<file path="src/rtl/ysyx_040750_store_ctrl.sv">
// LSU store-side write controller: accepts one store from MEM, builds lane-replicated
// data and byte strobe, and drives a single AXI4-lite AW/W/B write transaction.
module ysyx_040750_store_ctrl #(
  parameter int ADDR_W = 32
) (
  input  logic              I_clk,
  input  logic              I_rst_n,
  input  logic              I_st_valid,
  output logic              O_st_ready,
  input  logic [ADDR_W-1:0] I_st_addr,
  input  logic [1:0]        I_st_size,
  input  logic [63:0]       I_st_data,
  output logic              O_st_done,
  output logic              O_st_err,
  output logic              O_awvalid,
  input  logic              I_awready,
  output logic [ADDR_W-1:0] O_awaddr,
  output logic              O_wvalid,
  input  logic              I_wready,
  output logic [63:0]       O_wdata,
  output logic [7:0]        O_wstrb,
  input  logic              I_bvalid,
  output logic              O_bready,
  input  logic [1:0]        I_bresp
);

  typedef enum logic [1:0] {IDLE, XFER, WAIT_B, RESP} state_e;

  state_e            state_q;
  logic              awvalid_q;
  logic              wvalid_q;
  logic              bready_q;
  logic              done_q;
  logic              err_q;
  logic [ADDR_W-1:0] addr_q;
  logic [63:0]       data_q;
  logic [7:0]        strb_q;

  logic              misaligned_d;
  logic [7:0]        strb_base_d;
  logic [7:0]        strb_d;
  logic [63:0]       wdata_d;
  logic              aw_fin_d;
  logic              w_fin_d;

  always_comb begin
    misaligned_d = 1'b0;
    strb_base_d  = 8'h01;
    wdata_d      = I_st_data;
    case (I_st_size)
      2'd0: begin
        strb_base_d = 8'h01;
        wdata_d     = {8{I_st_data[7:0]}};
      end
      2'd1: begin
        strb_base_d  = 8'h03;
        wdata_d      = {4{I_st_data[15:0]}};
        misaligned_d = I_st_addr[0];
      end
      2'd2: begin
        strb_base_d  = 8'h0F;
        wdata_d      = {2{I_st_data[31:0]}};
        misaligned_d = (I_st_addr[1:0] != 2'b00);
      end
      default: begin
        strb_base_d  = 8'hFF;
        wdata_d      = I_st_data;
        misaligned_d = (I_st_addr[2:0] != 3'b000);
      end
    endcase
    strb_d = strb_base_d << I_st_addr[2:0];
  end

  // In XFER a dropped valid means that channel's handshake already happened.
  assign aw_fin_d = !awvalid_q || I_awready;
  assign w_fin_d  = !wvalid_q || I_wready;

  always_ff @(posedge I_clk or negedge I_rst_n) begin
    if (!I_rst_n) begin
      state_q   <= IDLE;
      awvalid_q <= 1'b0;
      wvalid_q  <= 1'b0;
      bready_q  <= 1'b0;
      done_q    <= 1'b0;
      err_q     <= 1'b0;
      addr_q    <= '0;
      data_q    <= '0;
      strb_q    <= '0;
    end else begin
      done_q <= 1'b0;
      case (state_q)
        IDLE: begin
          if (I_st_valid) begin
            addr_q <= I_st_addr;
            data_q <= wdata_d;
            strb_q <= strb_d;
            if (misaligned_d) begin
              err_q   <= 1'b1;
              done_q  <= 1'b1;
              state_q <= RESP;
            end else begin
              err_q     <= 1'b0;
              awvalid_q <= 1'b1;
              wvalid_q  <= 1'b1;
              state_q   <= XFER;
            end
          end
        end
        XFER: begin
          if (awvalid_q && I_awready) awvalid_q <= 1'b0;
          if (wvalid_q && I_wready) wvalid_q <= 1'b0;
          if (aw_fin_d && w_fin_d) begin
            bready_q <= 1'b1;
            state_q  <= WAIT_B;
          end
        end
        WAIT_B: begin
          if (I_bvalid) begin
            bready_q <= 1'b0;
            err_q    <= (I_bresp != 2'b00);
            done_q   <= 1'b1;
            state_q  <= RESP;
          end
        end
        default: begin
          // err is only meaningful alongside the done pulse, so clear it here.
          err_q   <= 1'b0;
          state_q <= IDLE;
        end
      endcase
    end
  end

  assign O_st_ready = (state_q == IDLE) && I_rst_n;
  assign O_st_done  = done_q;
  assign O_st_err   = err_q;
  assign O_awvalid  = awvalid_q;
  assign O_awaddr   = addr_q;
  assign O_wvalid   = wvalid_q;
  assign O_wdata    = data_q;
  assign O_wstrb    = strb_q;
  assign O_bready   = bready_q;

endmodule

</file>
<file path="config.mk">
export PLATFORM = sky130hd
export DESIGN_NAME = ysyx_040750_store_ctrl
export DESIGN_NICKNAME = d
export VERILOG_FILES = /design/src/rtl/ysyx_040750_store_ctrl.sv
export SDC_FILE = /design/constraint.sdc
export NUM_CORES = 1
export LEC_CHECK = 0
export BUFFER_PORTS_ARGS = -buffer_cell sky130_fd_sc_hd__buf_2
export CAP_MARGIN = 15
export CORE_ASPECT_RATIO = 0.6
export CORE_MARGIN = 5
export CORE_UTILIZATION = 52
export CTS_CLUSTER_DIAMETER = 120
export DETAILED_ROUTE_END_ITERATION = 12
export GPL_ROUTABILITY_DRIVEN = 0
export GPL_TIMING_DRIVEN = 0
export MAX_ROUTING_LAYER = met4
export PLACE_DENSITY = 0.91
export SLEW_MARGIN = 15
export SYNTH_ARGS = -nofsm -noshare
export SYNTH_HDL_FRONTEND = slang
export SYNTH_SLANG_ARGS = --single-unit
export TNS_END_PERCENT = 1
</file>
<file path="constraint.sdc">
create_clock -name I_clk -period 3.45 [get_ports I_clk]
set_input_delay 0.345 -clock I_clk [delete_from_list [all_inputs] [get_ports I_clk]]
set_output_delay 0.345 -clock I_clk [all_outputs]
set_load 0.03 [all_outputs]
</file>
# == Word level (Yosys, flattened, before mapping) ==
# Cells that the tools add are included.
# op_classes
n_mux,24
eq_ne,10
shifts,1
n_reduce_logical,21
bitwise_logic,1
# ops
cell,n
64-bit one-hot mux with 3 select lines,1
8-bit one-hot mux with 3 select lines,1
"2-bit != test, second input constant",6
1-bit 2-to-1 mux,11
3-bit AND reduction,3
2-bit 2-to-1 mux,4
1-bit one-hot mux with 2 select lines,4
4-bit AND reduction,2
2-bit nonzero test,4
8-bit by 3-bit << shifter with 8-bit output,1
1-bit one-hot mux with 3 select lines,2
2-bit one-hot mux with 3 select lines,1
"2-bit by 1-bit equality test with 1-bit output, second input constant",2
"2-bit equality test, second input constant",2
1-bit logical AND,4
2-bit logical NOT,2
3-bit nonzero test,1
1-bit logical NOT,2
1-bit logical OR,2
2-bit AND reduction,1
1-bit inverter,1
# totals
input_bits,106
ff_bits,111
out_inout_bits,110
elab_cells,66

# == Logic depth before layout (Yosys ltp) ==
# depth
ltp_word,5
depth_mapped,9
ltp_nobuf,6

# == Least setup slack after synthesis ==
# No wires, ideal clock.
# synth_path
path_type,reg2reg
start,reg state_q[0]
end,"reg data_q[34], in the netlist O_wdata[34]"
required_ps,3317
n_path_buf,4
path_stages_with_launch,10
setup_ps,133
path_slack_ps,1961
t_arrival_ps,1356
synth_period_minus_slack_ps,1489
cell_sequence,dfrtp_1 inv_1 ha_1 buf_4 nand2_1 buf_4 buf_6 buf_4 nand2_1 o21ai_0
# synth_between
elab_chain_len,2
# synth_lines
element,line,source
start: declaration,29,state_e state_q;
start signal: assignment,80,state_q <= IDLE;
start signal: assignment,100,state_q <= RESP;
start signal: assignment,105,state_q <= XFER;
2-bit logical NOT,91,case (state_q)
2-bit AND reduction (no source line),-,
end signal: assignment,95,data_q <= wdata_d;
end: declaration,36,logic [63:0] data_q;
# No other way between the ends.
# A chain may end at the register's enable or synchronous reset.

# == Final worst setup path ==
# layout_path
start,in I_rst_n
end,out O_st_ready
# layout_between
elab_chain_len,1
# layout_lines
element,line,source
start: declaration,7,"input logic I_rst_n,"
1-bit logical AND,134,assign O_st_ready = (state_q == IDLE) && I_rst_n;
end: declaration,9,"output logic O_st_ready,"
# No other way between the ends.

==> run_results.csv <==
group,metric,value,unit
outcome,status,"finished clean",
route,final_antenna_net_count,0,
floorplan,core-area,9879,sq um
critical_path,worstPathMaxFanout,62,
placed_design,dpl-instance-area,6539,sq um
floorplan,fp.dieH,88.02,microns
clock_tree,cts_sinks,111,
floorplan,die_x,140.0,microns
logic_synthesis,synth_edf_count,0,
route,wirelength,16520,microns
critical_path,worst_setup_path_start_kind,"input port",
critical_path,rr_startpoint,"state_q[0]",
sta,rsz0062_at_grt,"false",
power,pwr-share-clk,16.0,%
critical_path,cpPeakStageDelay,0.54,ns
placed_design,dp_slack,1.477,ns
logic_synthesis,yosys.area.top_type,"dfrtp_1",
placed_design,portBuffers,212,
logic_synthesis,synth_ff_type,"dfrtp_1",
placed_design,place_inst,912,
logic_synthesis,synthTopCellsByCount,"nand2_1, dfrtp_1, o21ai_0",
power,p_per_area,955.3,nW/um^2
grt,antenna_found_initial,0,
sta,maxSlewHeadroom,60.50,%
route,vias,4893,
critical_path,path_cells,"dlygate4sd3_1, buf_6, buf_16, and2_1, buf_2",
floorplan,start_util,53.39,%
min_path,worstHoldStart,"I_st_addr[12]",
critical_path,cpMaxStageDelayCell,"dlygate4sd3_1",
clock_tree,clk_pin_slew,0.07,ns
cells_and_area,utilization,69.30,%
sta,setup_slack,1.026,ns
power,pwr-share-comb,49.7,%
logic_synthesis,syn_nets,674,
route,drt-wirelength-per-cell,17.81,microns
power,internal-power,3.431,mW
logic_synthesis,ys_seq_elements,111,
critical_path,r2r_end,"O_wdata[26]",
grt,grt_pass1_wl,25310,microns
logic_synthesis,syn_area,5275,sq um
min_path,min_path_type,"input port to register",
route,dr.pass1.iters,5,
logic_synthesis,synth_top_area_share,52.66,%
clock_tree,cts.path.max_buffers,2,
sta,finalSetupViolCount,0,
sta,hold_viol,0,
logic_synthesis,yosysWarnings,0,
critical_path,critPathKind,"input port to primary output",
route,drt-initial-drc-count,339,
power,p_total,6.540,mW
cells_and_area,drive_gt1_share,35.44,%
sta,fin_skew,0.006734,ns
sta,fmax,0.4126,GHz
route,viasPerCell,5.273,
logic_synthesis,synth_area_leaders,"dfrtp_1, nand2_1, o21ai_0",
power,ir_worst_vdd,0.5020,mV
grt,grt_max_degree,63,
logic_synthesis,synthArstFlopShare,100.0,%
job,maxCapViolations,0,
sta,slew_violations,0,
floorplan,ios,216,
logic_synthesis,ys_types,35,
power,switchingPower,3.110,mW
min_path,min_path_cells,3,
grt,overflow,0,
cells_and_area,area_growth,29.79,%
clock_tree,tritoncts.num_buffers,9,
cells_and_area,final_nets,899,
sta,period_needed,2.424,ns
cells_and_area,fill_cells,822,
logic_synthesis,avgSynthCellArea,9.353,sq um
clock_tree,cts_tree,"yes",
logic_synthesis,yosysMostFrequentCell,"nand2_1",
clock_tree,post_cts_buffers,0,
power,swShare,47.55,%
logic_synthesis,synth_seq_area_share,52.66,%
logic_synthesis,syn_inst,564,
sta,worst_pin_slew,0.5925,ns
cells_and_area,num_antenna_cells,0,
route,remaining_drc_errors,0,
power,p_leak,3.736,nW
critical_path,arrival,2.08,ns
cells_and_area,fin_cells,928,
power,seqPwrFrac,34.4,%
critical_path,cp.required,3.11,ns
floorplan,rows,28,
grt,grt_usage,27.54,%
floorplan,dieArea,12320,sq um
grt,grt_pass1_vias,4746,
sta,hold_slack,0.1819,ns
clock_tree,clock_latency,0.35,ns
sta,tns,0,ns
clock_tree,htreeDepth,3,
critical_path,ff2ff_path_depth,7,
cells_and_area,final_area,6847,sq um
sta,post-route-period-util,70.26,%
critical_path,r2r_slack,1.46,ns
min_path,hold_end,"O_awaddr[12]",
critical_path,endpoint_kind,"primary output",
placed_design,dp_hpwl,12900,microns
clock_tree,cts_root_buf,"clkbuf_16",
-- power by group through the flow --
stage	combinational, mW	sequential (mW)	clock [mW]
6_report	3.25	2.25	1.04
5_1_grt	3.50	2.32	1.12
4_1_cts	3.27	2.25	1.06
3_5_place_dp	3.27	2.26	0
3_3_place_gp	3.19	2.22	0
2_1_floorplan	0.983	3.42	0
-- cell families (layout without fill, tap and decap cells) --
logic type | Yosys count | count (layout) | synth area share, %
adders and majority gates | 4 | 4 | 0.9488
buffers and inverters | 46 | 275 | 5.432
muxes | 58 | 58 | 11.39
DFF | 111 | 111 | 52.66
AOI/OAI and AO/OA | 121 | 121 | 12.67
and+or+nand+nor | 224 | 224 | 16.91
-- state kept, by name, summed over array words and instances, names as in the netlist --
| register | count |
|---|---|
| O_awvalid | 1 |
| O_st_err | 1 |
| state_q | 2 |
| O_wstrb | 8 |
| O_bready | 1 |
| O_awaddr | 32 |
| O_wdata | 64 |
| O_st_done | 1 |
| O_wvalid | 1 |
-- layer usage --
layer  GRT usage, %  wire (microns)  share of wire [%]
met1          38.28            7328                 44
met2          40.86            7396                 45
met3          9.384            1704                 10
met4          3.078              93               0.56
met5              -               0                  0
-- final cells by class --
| class | instances | area, sq um | share of cell area, % |
|---|---|---|---|
| plain buffers | 39 | 260.3 | 3.801 |
| clock buffers | 10 | 239.0 | 3.490 |
| clock inverters | 5 | 58.81 | 0.8589 |
| inverters | 7 | 26.28 | 0.3838 |
| multi-input cells | 407 | 2211 | 32.29 |
| flip-flops and latches | 111 | 2778 | 40.57 |
| well taps | 135 | 168.9 | 2.467 |
| repair buffers | 214 | 1105 | 16.14 |
-- critical path: cells and delay by family --
kind          cells  cell delay [ns]
buf+inv           4             1.50
simple gates      1             0.17
-- cell usage in the layout, fill, tap and decap left out, types with 2 or more instances in the layout --
master / n
buf_2: 224
nand2_1: 194
dfrtp_1: 111
o21ai_0: 90
mux2i_1: 42
nor2_1: 16
mux2_2: 16
a21oi_1: 13
buf_4: 12
clkbuf_16: 9
buf_6: 8
clkbuf_1: 7
inv_1: 6
ha_1: 4
a22o_1: 3
nor3_1: 3
and2_1: 2
nand2b_1: 2
or3_1: 2
a221oi_1: 2
nor2b_1: 2
a21boi_0: 2
a311o_1: 2
clkinvlp_4: 2
-- how the worst max path moves through the flow --
stage                    start     endpoint
global placement       I_rst_n   O_st_ready
global route           I_rst_n   O_st_ready
CTS                    I_rst_n   O_st_ready
floorplan           state_q[0]  O_wdata[34]
finish                 I_rst_n   O_st_ready
detailed placement  state_q[0]  O_wdata[26]
-- what timing repair did --
item	in CTS	in global routing
endpoints found under the hold margin	16	0
hold buffers	1	0
gates resized for setup	0	0
(Power assumes the default switching activity.)
